## config.mk

```make
export PLATFORM = sky130hd
export DESIGN_NAME = code_sender_flat
export DESIGN_NICKNAME = d
export VERILOG_FILES = /design/src/rtl/code_sender_pkg.sv /design/src/rtl/code_sender_if.sv /design/src/rtl/code_sender_cksum.sv /design/src/rtl/code_sender.sv /design/src/flat_wrapper.sv
export SDC_FILE = /design/constraint.sdc
export NUM_CORES = 1
export LEC_CHECK = 0
export CORE_AREA = 2 2 60 45
export CTS_BUF_LIST = sky130_fd_sc_hd__clkbuf_4
export CTS_CLUSTER_SIZE = 40
export DETAILED_ROUTE_END_ITERATION = 6
export DIE_AREA = 0 0 62 47
export HOLD_SLACK_MARGIN = 0.02
export PLACE_DENSITY = 0.91
export SLEW_MARGIN = 20
export SYNTH_ARGS = -nofsm -noshare
export SYNTH_HDL_FRONTEND = slang
export SYNTH_HIERARCHICAL = 1
export SYNTH_SLANG_ARGS = --single-unit
```

## constraint.sdc

```tcl
create_clock -name clk -period 3.28 [get_ports clk]
set_input_delay 0.492 -clock clk [delete_from_list [all_inputs] [get_ports clk]]
set_output_delay 0.492 -clock clk [all_outputs]
set_load 0.02 [all_outputs]
```

## src/rtl/code_sender_pkg.sv

```systemverilog
// Shared types and constants for the BCD code sender.
package code_sender_pkg;

  localparam int DIGIT_W   = 4;
  localparam int MAX_DIGIT = 9;

  typedef enum logic [1:0] {
    IDLE,
    SEND,
    GAP,
    FIN
  } state_e;

  // A BCD digit is legal when it does not exceed 9.
  function automatic logic digit_ok(input logic [DIGIT_W-1:0] d);
    return d <= DIGIT_W'(MAX_DIGIT);
  endfunction

endpackage

```

## src/rtl/code_sender_if.sv

```systemverilog
// Start/busy/done handshake plus digit stream between controller and sender.
interface code_sender_if
  import code_sender_pkg::*;
#(
  parameter int NUM_DIGITS = 4
);

  logic                          start;
  logic [DIGIT_W*NUM_DIGITS-1:0] code;
  logic [DIGIT_W-1:0]            dec;
  logic                          dec_valid;
  logic                          busy;
  logic                          done;
  logic                          err;

  modport master (output start, code, input dec, dec_valid, busy, done, err);
  modport slave  (input start, code, output dec, dec_valid, busy, done, err);

endinterface

```

## src/rtl/code_sender_cksum.sv

```systemverilog
// Mod-10 running sum of the transmitted digits; its value is the check digit.
module code_sender_cksum
  import code_sender_pkg::*;
(
  input  logic               clk,
  input  logic               rst,
  input  logic               clr,
  input  logic               add,
  input  logic [DIGIT_W-1:0] digit,
  output logic [DIGIT_W-1:0] check
);

  logic [4:0] acc_q, acc_d;
  logic [4:0] sum;

  // Add the new digit to the (optionally cleared) sum and reduce mod 10.
  always_comb begin
    sum   = (clr ? 5'd0 : acc_q) + (add ? {1'b0, digit} : 5'd0);
    acc_d = (sum >= 5'd10) ? sum - 5'd10 : sum;
  end

  // Accumulator register.
  always_ff @(posedge clk or posedge rst) begin
    if (rst) acc_q <= '0;
    else     acc_q <= acc_d;
  end

  assign check = acc_q[DIGIT_W-1:0];

endmodule

```

## src/rtl/code_sender.sv

```systemverilog
// Serializes a stored BCD code onto dec, most significant digit first.
// Optional feature: define CODE_SENDER_CHECK_EN to append a mod-10 check digit.
module code_sender
  import code_sender_pkg::*;
#(
  parameter int NUM_DIGITS = 4,
  parameter int GAP_CYCLES = 0
) (
  input  logic          clk,
  input  logic          rst,
  code_sender_if.slave  bus
);

  localparam int CODE_W = DIGIT_W * NUM_DIGITS;
  localparam int CNT_W  = $clog2(NUM_DIGITS + 2);
  localparam int GAP_W  = (GAP_CYCLES > 0) ? $clog2(GAP_CYCLES + 1) : 1;
`ifdef CODE_SENDER_CHECK_EN
  localparam int TOTAL = NUM_DIGITS + 1;
  localparam logic [CNT_W-1:0] DATA_CNT = CNT_W'(NUM_DIGITS);
`else
  localparam int TOTAL = NUM_DIGITS;
`endif
  localparam logic [CNT_W-1:0] LAST_CNT = CNT_W'(TOTAL);
  localparam logic [GAP_W-1:0] GAP_LAST = GAP_W'((GAP_CYCLES > 0) ? GAP_CYCLES - 1 : 0);

  state_e              state_q, state_d;
  logic [CODE_W-1:0]   buf_q, buf_d;
  logic [CNT_W-1:0]    cnt_q, cnt_d;     // digits already placed on dec
  logic [GAP_W-1:0]    gap_q, gap_d;
  logic [DIGIT_W-1:0]  dec_q, dec_d;
  logic                dec_valid_q, dec_valid_d;
  logic                busy_q, busy_d;
  logic                done_q, done_d;
  logic                err_q, err_d;
  logic                code_ok;
  logic                load_first, load_next;
  logic [DIGIT_W-1:0]  next_digit;

  // A start is accepted only if every digit of the offered code is BCD.
  always_comb begin
    code_ok = 1'b1;
    for (int i = 0; i < NUM_DIGITS; i++) begin
      if (!digit_ok(bus.code[i*DIGIT_W +: DIGIT_W])) code_ok = 1'b0;
    end
  end

`ifdef CODE_SENDER_CHECK_EN
  logic [DIGIT_W-1:0] check_digit;

  code_sender_cksum u_cksum (
    .clk   (clk),
    .rst   (rst),
    .clr   (load_first),
    .add   (load_first | load_next),
    .digit (dec_d),
    .check (check_digit)
  );

  // After the data digits are exhausted the check digit goes out.
  assign next_digit = (cnt_q == DATA_CNT) ? check_digit : buf_q[CODE_W-1 -: DIGIT_W];
`else
  assign next_digit = buf_q[CODE_W-1 -: DIGIT_W];
`endif

  // Next-state and next-output logic; outputs are prepared one cycle ahead
  // so every port comes straight from a flop.
  always_comb begin
    // NOTE: every variable gets a default here so no path leaves it unassigned (no latches).
    state_d     = state_q;
    buf_d       = buf_q;
    cnt_d       = cnt_q;
    gap_d       = gap_q;
    dec_d       = '0;
    dec_valid_d = 1'b0;
    busy_d      = 1'b0;
    done_d      = 1'b0;
    err_d       = 1'b0;
    load_first  = 1'b0;
    load_next   = 1'b0;

    case (state_q)
      // FIN behaves like IDLE for start so transactions can run back to back.
      IDLE, FIN: begin
        state_d = IDLE;
        if (bus.start) begin
          if (code_ok) begin
            load_first  = 1'b1;
            state_d     = SEND;
            dec_d       = bus.code[CODE_W-1 -: DIGIT_W];
            dec_valid_d = 1'b1;
            busy_d      = 1'b1;
            buf_d       = bus.code << DIGIT_W;
            cnt_d       = CNT_W'(1);
          end else begin
            err_d = 1'b1;
          end
        end
      end
      SEND: begin
        if (cnt_q == LAST_CNT) begin
          state_d = FIN;
          done_d  = 1'b1;
        end else if (GAP_CYCLES > 0) begin
          state_d = GAP;
          gap_d   = '0;
          busy_d  = 1'b1;
        end else begin
          load_next = 1'b1;
        end
      end
      GAP: begin
        busy_d = 1'b1;
        if (gap_q == GAP_LAST) load_next = 1'b1;
        else                   gap_d = gap_q + GAP_W'(1);
      end
      default: state_d = IDLE;
    endcase

    if (load_next) begin
      state_d     = SEND;
      dec_d       = next_digit;
      dec_valid_d = 1'b1;
      busy_d      = 1'b1;
      buf_d       = buf_q << DIGIT_W;
      cnt_d       = cnt_q + CNT_W'(1);
    end
  end

  // State, shift buffer, counters and registered outputs.
  always_ff @(posedge clk or posedge rst) begin
    // NOTE: the shift buffer is reset too; it is small and must read as cleared after reset.
    if (rst) begin
      state_q     <= IDLE;
      buf_q       <= '0;
      cnt_q       <= '0;
      gap_q       <= '0;
      dec_q       <= '0;
      dec_valid_q <= 1'b0;
      busy_q      <= 1'b0;
      done_q      <= 1'b0;
      err_q       <= 1'b0;
    end else begin
      // NOTE: non-blocking assignments so all flops update together from pre-edge values.
      state_q     <= state_d;
      buf_q       <= buf_d;
      cnt_q       <= cnt_d;
      gap_q       <= gap_d;
      dec_q       <= dec_d;
      dec_valid_q <= dec_valid_d;
      busy_q      <= busy_d;
      done_q      <= done_d;
      err_q       <= err_d;
    end
  end

  assign bus.dec       = dec_q;
  assign bus.dec_valid = dec_valid_q;
  assign bus.busy      = busy_q;
  assign bus.done      = done_q;
  assign bus.err       = err_q;

endmodule

```

## src/flat_wrapper.sv

```systemverilog
// flat-port wrapper written by rule: the top's interface ports become plain ports
module code_sender_flat import code_sender_pkg::*;
#(
  parameter int NUM_DIGITS = 4,
  parameter int GAP_CYCLES = 0
)
  (clk, rst, bus_start, bus_code, bus_dec, bus_dec_valid, bus_busy, bus_done, bus_err);
  code_sender_if #(.NUM_DIGITS(NUM_DIGITS)) bus_i ();
  input  logic clk;
  input  logic rst;
  input wire logic [$bits(bus_i.start)-1:0] bus_start;
  input wire logic [$bits(bus_i.code)-1:0] bus_code;
  output wire logic [$bits(bus_i.dec)-1:0] bus_dec;
  output wire logic [$bits(bus_i.dec_valid)-1:0] bus_dec_valid;
  output wire logic [$bits(bus_i.busy)-1:0] bus_busy;
  output wire logic [$bits(bus_i.done)-1:0] bus_done;
  output wire logic [$bits(bus_i.err)-1:0] bus_err;
  assign bus_i.start = bus_start;
  assign bus_i.code = bus_code;
  assign bus_dec = bus_i.dec;
  assign bus_dec_valid = bus_i.dec_valid;
  assign bus_busy = bus_i.busy;
  assign bus_done = bus_i.done;
  assign bus_err = bus_i.err;
  code_sender #(.NUM_DIGITS(NUM_DIGITS), .GAP_CYCLES(GAP_CYCLES)) u_core (.clk(clk), .rst(rst), .bus(bus_i));
endmodule
```

After elaboration in Yosys (flattened, before gate mapping) --
Index checks and enable logic that the tools add are counted.
Operators by class: add/sub/neg operators 2, magnitude comparators 4, equal/unequal tests 5, mux-type cells 36, reductions and logical operators 8
Operators with widths (number):
- 16-bit two-way mux | 4
- 1-bit two-way mux | 18
- 4-bit <= comparator, second input constant | 4
- 4-bit two-way mux | 4
- 3-bit two-way mux | 4
- 2-bit two-way mux | 3
- 2-bit nonzero test | 3
- 2-bit == test, second input constant | 2
- 1-bit case mux with 2 select lines | 2
- 2-bit case mux with 2 select lines | 1
- 3-bit by 1-bit adder with 3-bit output, second input constant | 1
- 3-bit == test, second input constant | 1
- 3-bit by 1-bit != test with 1-bit output, second input constant | 1
- 3-bit AND reduction | 1
- 3-bit nonzero test | 1
- 2-bit by 1-bit == test with 1-bit output, second input constant | 1
- 2-bit logical NOT | 1
- 2-bit AND reduction | 1
- 2-bit OR reduction | 1
- 1-bit adder, second input constant | 1
Storage, ports and cells: flip-flop bits (word level) 30, output and inout port bits 8

Depth between registers and ports, before layout --
Gate-level depths: netlist of run 1.
depth after elaboration 9, depth in mapped cells 8, mapped depth without buffers 6

Worst setup path before layout of run 1 --
OpenSTA, ideal clock, no wires.
path type reg2reg, start register u_core.state_q[0], end register u_core.busy_q (netlist: u_core/bus.busy), library setup time 0.124 ns, arrival 1.456 ns, path slack 1.700 ns, stages on the path, launching flop included 7, path through dfrtp_1 inv_1 ha_1 nand2_1 clkbuf_1 nor2_4 o31a_1
Between the ends: longest elaborated chain between the ends 4
Ends and longest elaborated chain:
- start, declared | line code_sender.sv:26 | state_e state_q, state_d;
- start signal, assigned | line code_sender.sv:144 | state_q <= state_d;
- 2-bit == test / 2-bit logical NOT (equally long branches)
- 2-bit OR reduction | line code_sender.sv:81 | case (state_q)
- 1-bit case mux with 2 select lines | line code_sender.sv:81
- 1-bit two-way mux * | line code_sender.sv:119 | if (load_next) begin
- net u_core.busy_d | line code_sender.sv:32 | logic busy_q, busy_d;
- end signal, assigned | line code_sender.sv:150 | busy_q <= busy_d;
- end, declared | line code_sender.sv:32
The timed path passes the listed nets; every way through them passes the cells marked *. A chain may end at the register's enable or synchronous reset.

Final worst setup path of run 1 --
start register u_core.state_q[0], end register u_core.cnt_q[2]
Between the ends: longest elaborated chain between the ends 4
Ends and longest elaborated chain:
- 2-bit == test (tied with other cells) | line code_sender.sv:81
- 1-bit case mux with 2 select lines / 2-bit OR reduction (equally long branches) | line code_sender.sv:81
- 2-bit nonzero test (no line)
- 3-bit AND reduction (no line)
- end signal, assigned | line code_sender.sv:146 | cnt_q <= cnt_d;
- end, declared | line code_sender.sv:28 | logic [CNT_W-1:0] cnt_q, cnt_d;
Parallel ways exist; a longest one is shown, timed or not.

==> results of run 1 <==
[where the power goes]
part	switching [mW]	internal [mW]
clock network	0.0825	0.0557
logic	0.408	0.293
registers	0.0614	0.449
total	0.551	0.798
[final timing paths]
| kind | slack (ns) | end |
|---|---|---|
| worst max-delay path | 1.42 | u_core/cnt_q[2] |
| worst min-delay path | 0.51 | u_core/bus.dec[2] |
| worst max register to register | 1.42 | u_core/cnt_q[2] |
| worst min register to register | 0.51 | u_core/bus.dec[2] |
| max in group asynchronous | 2.06 | u_core/buf_q[5] |
| min in group asynchronous | 0.67 | u_core/bus.dec[1] |
[sequential cells by signal (all words and copies together), names as in the netlist]
register	count
u_core/buf_q	12
u_core/bus.err	1
u_core/bus.dec	4
u_core/state_q	2
u_core/bus.done	1
u_core/bus.busy	1
u_core/cnt_q	3
u_core/bus.dec_valid	1
[routing by layer]
layer	GRT usage [%]	wire, µm	vias up
met5	0	0	-
met1	23.8	1040	446
met4	3.40	0	0
li1	-	-	471
met3	6.61	222	0
met2	31.9	1220	40
[kinds of logic after synthesis]
group,after synthesis,synth area share [%]
multiplexers,2,1.74
flip-flops,25,51.2
buffers and inverters,13,7.06
AO/OA/AOI/OAI,45,22.6
AND/OR/NAND/NOR,31,13.3
adder cells (fa/ha/maj),4,4.09
[area by class of cell]
class                           count  share of cell area, %
Sequential cell                    25                   41.9
Clock buffer                        4                   2.01
Tap cell                           34                   2.85
Multi-Input combinational cell     82                   34.2
Timing Repair Buffer               26                   17.4
Inverter                            6                   1.51
[metrics by stage]
stage	cells	worst slack [ns]
finish	177	1.42
global route	177	1.24
CTS	177	1.46
detailed placement	173	1.19
global placement	173	1.18
floorplan	120	1.70
[synthesized netlist by cell type, types with 2 or more instances]
master and number:
a31oi_1 8, nor2_1 10, o21ai_0 14, ha_1 4
o21ai_1 4, and3_2 2, nor2b_1 2, nand3_1 4
nand2_1 8, buf_6 4, a22o_1 4, dfrtp_1 25
a21oi_1 9, inv_1 6, buf_4 2
==> flow_metrics.env, run 1 <==
export IMPL_status="complete, no violations"
export IMPL_multi_input_area_um2=510
export IMPL_antenna_left=0
export IMPL_leakagePower_nw=0.644
export IMPL_finalHoldViolCount=0
export IMPL_dpl_instance_area_mm2=0.00146
export IMPL_grt_pass1_wl_mm=3.89
export IMPL_critPathLaunchType="register"
export IMPL_grt_max_degree=26
export IMPL_synth_nets=143
export IMPL_clock_sinks=25
export IMPL_numCtsBuffers=3
export IMPL_antenna_found_initial=0
export IMPL_vias=957
export IMPL_cts_root_buffer="clkbuf_4"
export IMPL_drt_total_wl_mm=2.47
export IMPL_fillCellCount=200
export IMPL_fin_nets=167
export IMPL_start_util_pct=52.1
export IMPL_insertedDiodeCount=0
export IMPL_regArea_um2=626
export IMPL_ys_seq_area_share_pct=51.2
export IMPL_end_kind="register"
export IMPL_fin_util_pct=63.6
export IMPL_cp_data_required_time_ns=3.52
export IMPL_drive_above_1_share_pct=8.39
export IMPL_setup_viol=0
export IMPL_ys_warn_count=6
export IMPL_crit_type="reg2reg"
export IMPL_cts_max_level=1
export IMPL_yosys_most_used_dff="dfrtp_1"
export IMPL_maxSlewHeadroom_pct=39.3
export IMPL_coreArea_mm2=0.00235
export IMPL_rows=15
export IMPL_drt_pass1_iter_count=4
export IMPL_synth_top_area_share_pct=51.2
export IMPL_cts_resized=0
export IMPL_worstHoldStart="u_core/buf_q[14]"
export IMPL_fin_crit_sh_pct=56.6
export IMPL_tritoncts="built"
export IMPL_slew_viol_final=0
export IMPL_whs_ns=0.506
export IMPL_grt_usage_pct=18.8
export IMPL_rr_worst_depth=6
export IMPL_ys_seq_elements=25
export IMPL_worstMarginPinSlew_ns=0.909
export IMPL_drcViolationCount=0
export IMPL_place_hpwl_mm=1.82
export IMPL_min_period_ns=1.86
export IMPL_clock_fmax_mhz=539
export IMPL_hold_buffers=0
export IMPL_die_x_um=62
export IMPL_synthCells=120
export IMPL_yosysTopAreaCell="dfrtp_1"
export IMPL_finalSetupTns_ns=0
export IMPL_hp_class="reg2reg"
export IMPL_syn_cell_area_mm2=0.00122
export IMPL_synthArstFlopShare_pct=100
export IMPL_wire_per_inst_um=14.0
export IMPL_grt_overflow=0
export IMPL_power_mw=1.35
export IMPL_crit_chain="inv_1, ha_1, nor2b_1, a21o_1, o21ai_0, o21ai_0"
export IMPL_clkSlewWorstSetupHoldPaths_ns=0.12
export IMPL_synth_edf_count=0
export IMPL_clockBufferDepth=2
export IMPL_cpLargestDelayFamily="compound AO/OA/AOI/OAI gates"
export IMPL_whs_path_depth=1
export IMPL_cp_common_cell="o21ai_0"
export IMPL_drt_iter0_drc=37
export IMPL_powerDensity_mw_per_mm2=905
export IMPL_cpPeakStageDelay_ns=0.48
export IMPL_peakVddDrop_v=0.000436
export IMPL_yosysUniqueCellTypes=29
export IMPL_crit_slowest_cell="a21o_1"
export IMPL_layout_commonest_cell="clkdlybuf4s50_1"
export IMPL_areaGrowthSynthToFinish_pct=22.0
export IMPL_grt_setup_unrepaired="false"
export IMPL_synth_area_leaders="dfrtp_1 51%, o21ai_0 5.7%, a31oi_1 4.1%, ha_1 4.1%, a21oi_1 3.7%"
export IMPL_worstSkewPairLatency_ns=0.31
export IMPL_cp_data_arrival_time_ns=2.09
export IMPL_vias_per_cell=5.41
export IMPL_dieArea_mm2=0.00291
export IMPL_portBuffers=26
export IMPL_critical_path_max_fanout=17
export IMPL_critPathBufInv=1
export IMPL_post_cts_buffers=0
export IMPL_r2r_start="u_core/state_q[0]"
export IMPL_final_area_mm2=0.00149
export IMPL_worstSetupPathDepth=6
export IMPL_finClkSkew_ns=0.00276
export IMPL_place_gp_congestion=0.827
export IMPL_final_cell_mix="26 x clkdlybuf4s50_1, 25 x dfrtp_1, 14 x o21ai_0, 10 x nor2_1, 9 x a21oi_1"
export IMPL_io_pins=27
export IMPL_drv_cap=0
export IMPL_die_y_um=47
export IMPL_critPathLaunch="u_core/state_q[0]"
export IMPL_grt_pass1_vias=894
export IMPL_avgSynthCellArea_um2=10.2
Note: power is estimated with default switching activity, not from simulation.
==> inputs of run 2 (changes only) <==
--- a/config.mk
+++ b/config.mk
@@ -5,13 +5,13 @@
 export SDC_FILE = /design/constraint.sdc
 export NUM_CORES = 1
 export LEC_CHECK = 0
-export CORE_AREA = 2 2 60 45
+export CORE_AREA = 2 2 65 49
 export CTS_BUF_LIST = sky130_fd_sc_hd__clkbuf_4
 export CTS_CLUSTER_SIZE = 40
 export DETAILED_ROUTE_END_ITERATION = 6
-export DIE_AREA = 0 0 62 47
+export DIE_AREA = 0 0 67 51
 export HOLD_SLACK_MARGIN = 0.02
-export PLACE_DENSITY = 0.91
+export PLACE_DENSITY = 0.82
 export SLEW_MARGIN = 20
 export SYNTH_ARGS = -nofsm -noshare
 export SYNTH_HDL_FRONTEND = slang
==> constraint.sdc (replaced) <==
create_clock -name clk -period 1.6 [get_ports clk]
set_input_delay 0.24 -clock clk [delete_from_list [all_inputs] [get_ports clk]]
set_output_delay 0.24 -clock clk [all_outputs]
set_load 0.02 [all_outputs]
==> run 2 against run 1 <==
Power rose to 2.6 times the previous value. Sequential cell count unchanged. Critical path depth down 1. Worst hold slack worse by 0.25 ns. Clock skew up 0.00093 ns. Maximum frequency up 19%. Count of clock-buffer cells in the layout unchanged. Global-route usage down 0.66 points. Largest cell class unchanged. Wire length up 16%. Final area up 18%. Utilization down 2.9 points. Combinational power rose to 3.1 times the previous value.
==> flow_metrics.env, run 2 (same netlist as run 1, synthesis figures left out) <==
export IMPL_status="complete, no violations"
export IMPL_power_sequential_fraction_pct=30.3
export IMPL_r2r_slack_ns=0.04
export IMPL_cp_data_arrival_time_ns=1.78
export IMPL_min_period_ns=1.56
export IMPL_worstSetupPathDepth=5
export IMPL_regMostFlops="u_core/buf_q"
export IMPL_coreArea_mm2=0.00289
export IMPL_end_kind="register"
export IMPL_regArea_um2=626
export IMPL_clockBufferDepth=2
export IMPL_cts_max_level=1
export IMPL_grt_pass1_wl_mm=4.61
export IMPL_multi_input_area_um2=611
export IMPL_dr_wl_met3_um=142
export IMPL_place_gp_congestion=0.829
export IMPL_r2r_start="u_core/state_q[1]"
export IMPL_fin_crit_sh_pct=97.6
export IMPL_critPathLaunch="u_core/state_q[1]"
export IMPL_critPathLaunchType="register"
export IMPL_clkSlewWorstSetupHoldPaths_ns=0.13
export IMPL_insertedDiodeCount=0
export IMPL_rr_worst_depth=5
export IMPL_hold_buffers=0
export IMPL_tritoncts="built"
export IMPL_antenna_left=0
export IMPL_clock_fmax_mhz=640
export IMPL_place_hpwl_mm=1.96
export IMPL_layout_commonest_cell="clkdlybuf4s50_1"
export IMPL_powerDensity_mw_per_mm2=2000
export IMPL_route_met2_wl_mm=1.39
export IMPL_crit_end="u_core/bus.busy"
export IMPL_vias_per_cell=5.30
export IMPL_leakagePower_nw=0.737
export IMPL_drive_above_1_share_pct=25.3
export IMPL_largest_register_ffs=12
export IMPL_maxSlewHeadroom_pct=79.3
export IMPL_critical_path_max_fanout=8
export IMPL_start_util_pct=42.3
export IMPL_cpPeakStageDelay_ns=0.45
export IMPL_drv_cap=0
export IMPL_io_pins=27
export IMPL_top_layer_used="met4"
export IMPL_p_sw_share_pct=39.7
export IMPL_die_x_um=67
export IMPL_cts_root_buffer="clkbuf_4"
export IMPL_areaGrowthSynthToFinish_pct=43.6
export IMPL_fillCellCount=240
export IMPL_power_frac_comb_pct=61.3
export IMPL_drt_total_wl_mm=2.87
export IMPL_setup_slack_ns=0.0380
export IMPL_grt_overflow=0
export IMPL_setup_viol=0
export IMPL_fin_nets=182
export IMPL_clock_power_share_pct=8.4
export IMPL_grt_max_degree=26
export IMPL_pre_cts_ws_ns=-0.161
export IMPL_cp_data_required_time_ns=1.82
export IMPL_finalHoldViolCount=0
export IMPL_drt_pass1_iter_count=4
export IMPL_worstMarginPinSlew_ns=0.310
export IMPL_met1Wirelength_mm=1.31
export IMPL_rows=17
export IMPL_grt_usage_pct=18.2
export IMPL_wire_per_inst_um=14.6
export IMPL_cpLargestDelayFamily="compound AO/OA/AOI/OAI gates"
export IMPL_crit_slowest_cell="dfrtp_1"
export IMPL_critPathBufInv=1
export IMPL_crit_type="reg2reg"
export IMPL_grt_pass1_vias=991
export IMPL_finalSetupTns_ns=0
export IMPL_clock_sinks=25
export IMPL_slew_viol_final=0
export IMPL_die_y_um=51
export IMPL_vias=1038
export IMPL_portBuffers=26
export IMPL_peakVddDrop_v=0.000805
export IMPL_drcViolationCount=0
export IMPL_worstReg2RegEnd="u_core/bus.busy"
export IMPL_drt_iter0_drc=50
export IMPL_cell_internal_pwr_mw=2.12
export IMPL_antenna_found_initial=0
export IMPL_hp_class="in2async"
export IMPL_numCtsBuffers=3
export IMPL_crit_chain="ha_4, nor2b_4, a21o_4, clkbuf_16, o31a_1"
export IMPL_switchingPower_mw=1.39
export IMPL_power_mw=3.52
export IMPL_dieArea_mm2=0.00342
export IMPL_final_cell_mix="26 x clkdlybuf4s50_1, 25 x dfrtp_1, 13 x o21ai_0, 11 x buf_4, 10 x nor2_1"
export IMPL_worstSkewPairLatency_ns=0.32
export IMPL_finClkSkew_ns=0.00369
run 2: cell type report:
type / instances / share of cell area, %
sequential: 25 / 35.6
inverter: 6 / 1.28
tap: 38 / 2.71
clock buffer: 4 / 1.71
multi-input combinational: 82 / 34.8
timing repair buffer: 41 / 23.9
run 2: tightest hold or removal path: stages:
cell and delay [ns]:
clkdlybuf4s50_1 0.40, inv_1 0.05, buf_4 0.29
run 2: how the worst min path moves through the flow:
stage,endpoint,slack [ns],cells after the start
after floorplan,u_core/buf_q[10],0.27,1
after global placement,u_core/bus.dec[3],0.48,1
after detailed placement,u_core/bus.dec[3],0.49,1
after CTS,u_core/bus.dec[0],0.26,3
after global routing,u_core/bus.err,0.29,3
final,u_core/bus.dec[0],0.25,3
run 2: metal layers:
layer	global-route usage, %	vias up
met5	0	-
met1	24.3	506
met2	29.2	24
met3	4.63	5
met4	5.10	0
li1	-	503
run 2: power groups by stage:
stage	Combinational (mW)	Clock (mW)	Sequential (mW)
after floorplan	1.12	0	1.11
after global placement	1.67	0	1.05
after detailed placement	1.72	0	1.07
after CTS	1.79	0.302	1.06
after global routing	2.34	0.327	1.10
final	2.15	0.297	1.07
run 2: metrics by stage:
step	instances	cell area (µm²)	hold WS, ns	utilization [%]
global placement	191	1600	0.484	55.2
global route	196	1760	0.290	60.7
CTS	195	1650	0.264	56.9
floorplan	120	1220	0.267	-
finish	196	1760	0.254	60.7
detailed placement	191	1600	0.487	55.2
run 2: repair_timing:
| item | 4_1_cts | 5_1_grt |
|---|---|---|
| cloned | 0 | 1 |
| endpoints found under the setup margin | 4 | 16 |
| setup buffers | 0 | 0 |
| pin swaps | 0 | 4 |
| resized for setup | 3 | 15 |
| endpoints found under the hold margin | 0 | 0 |
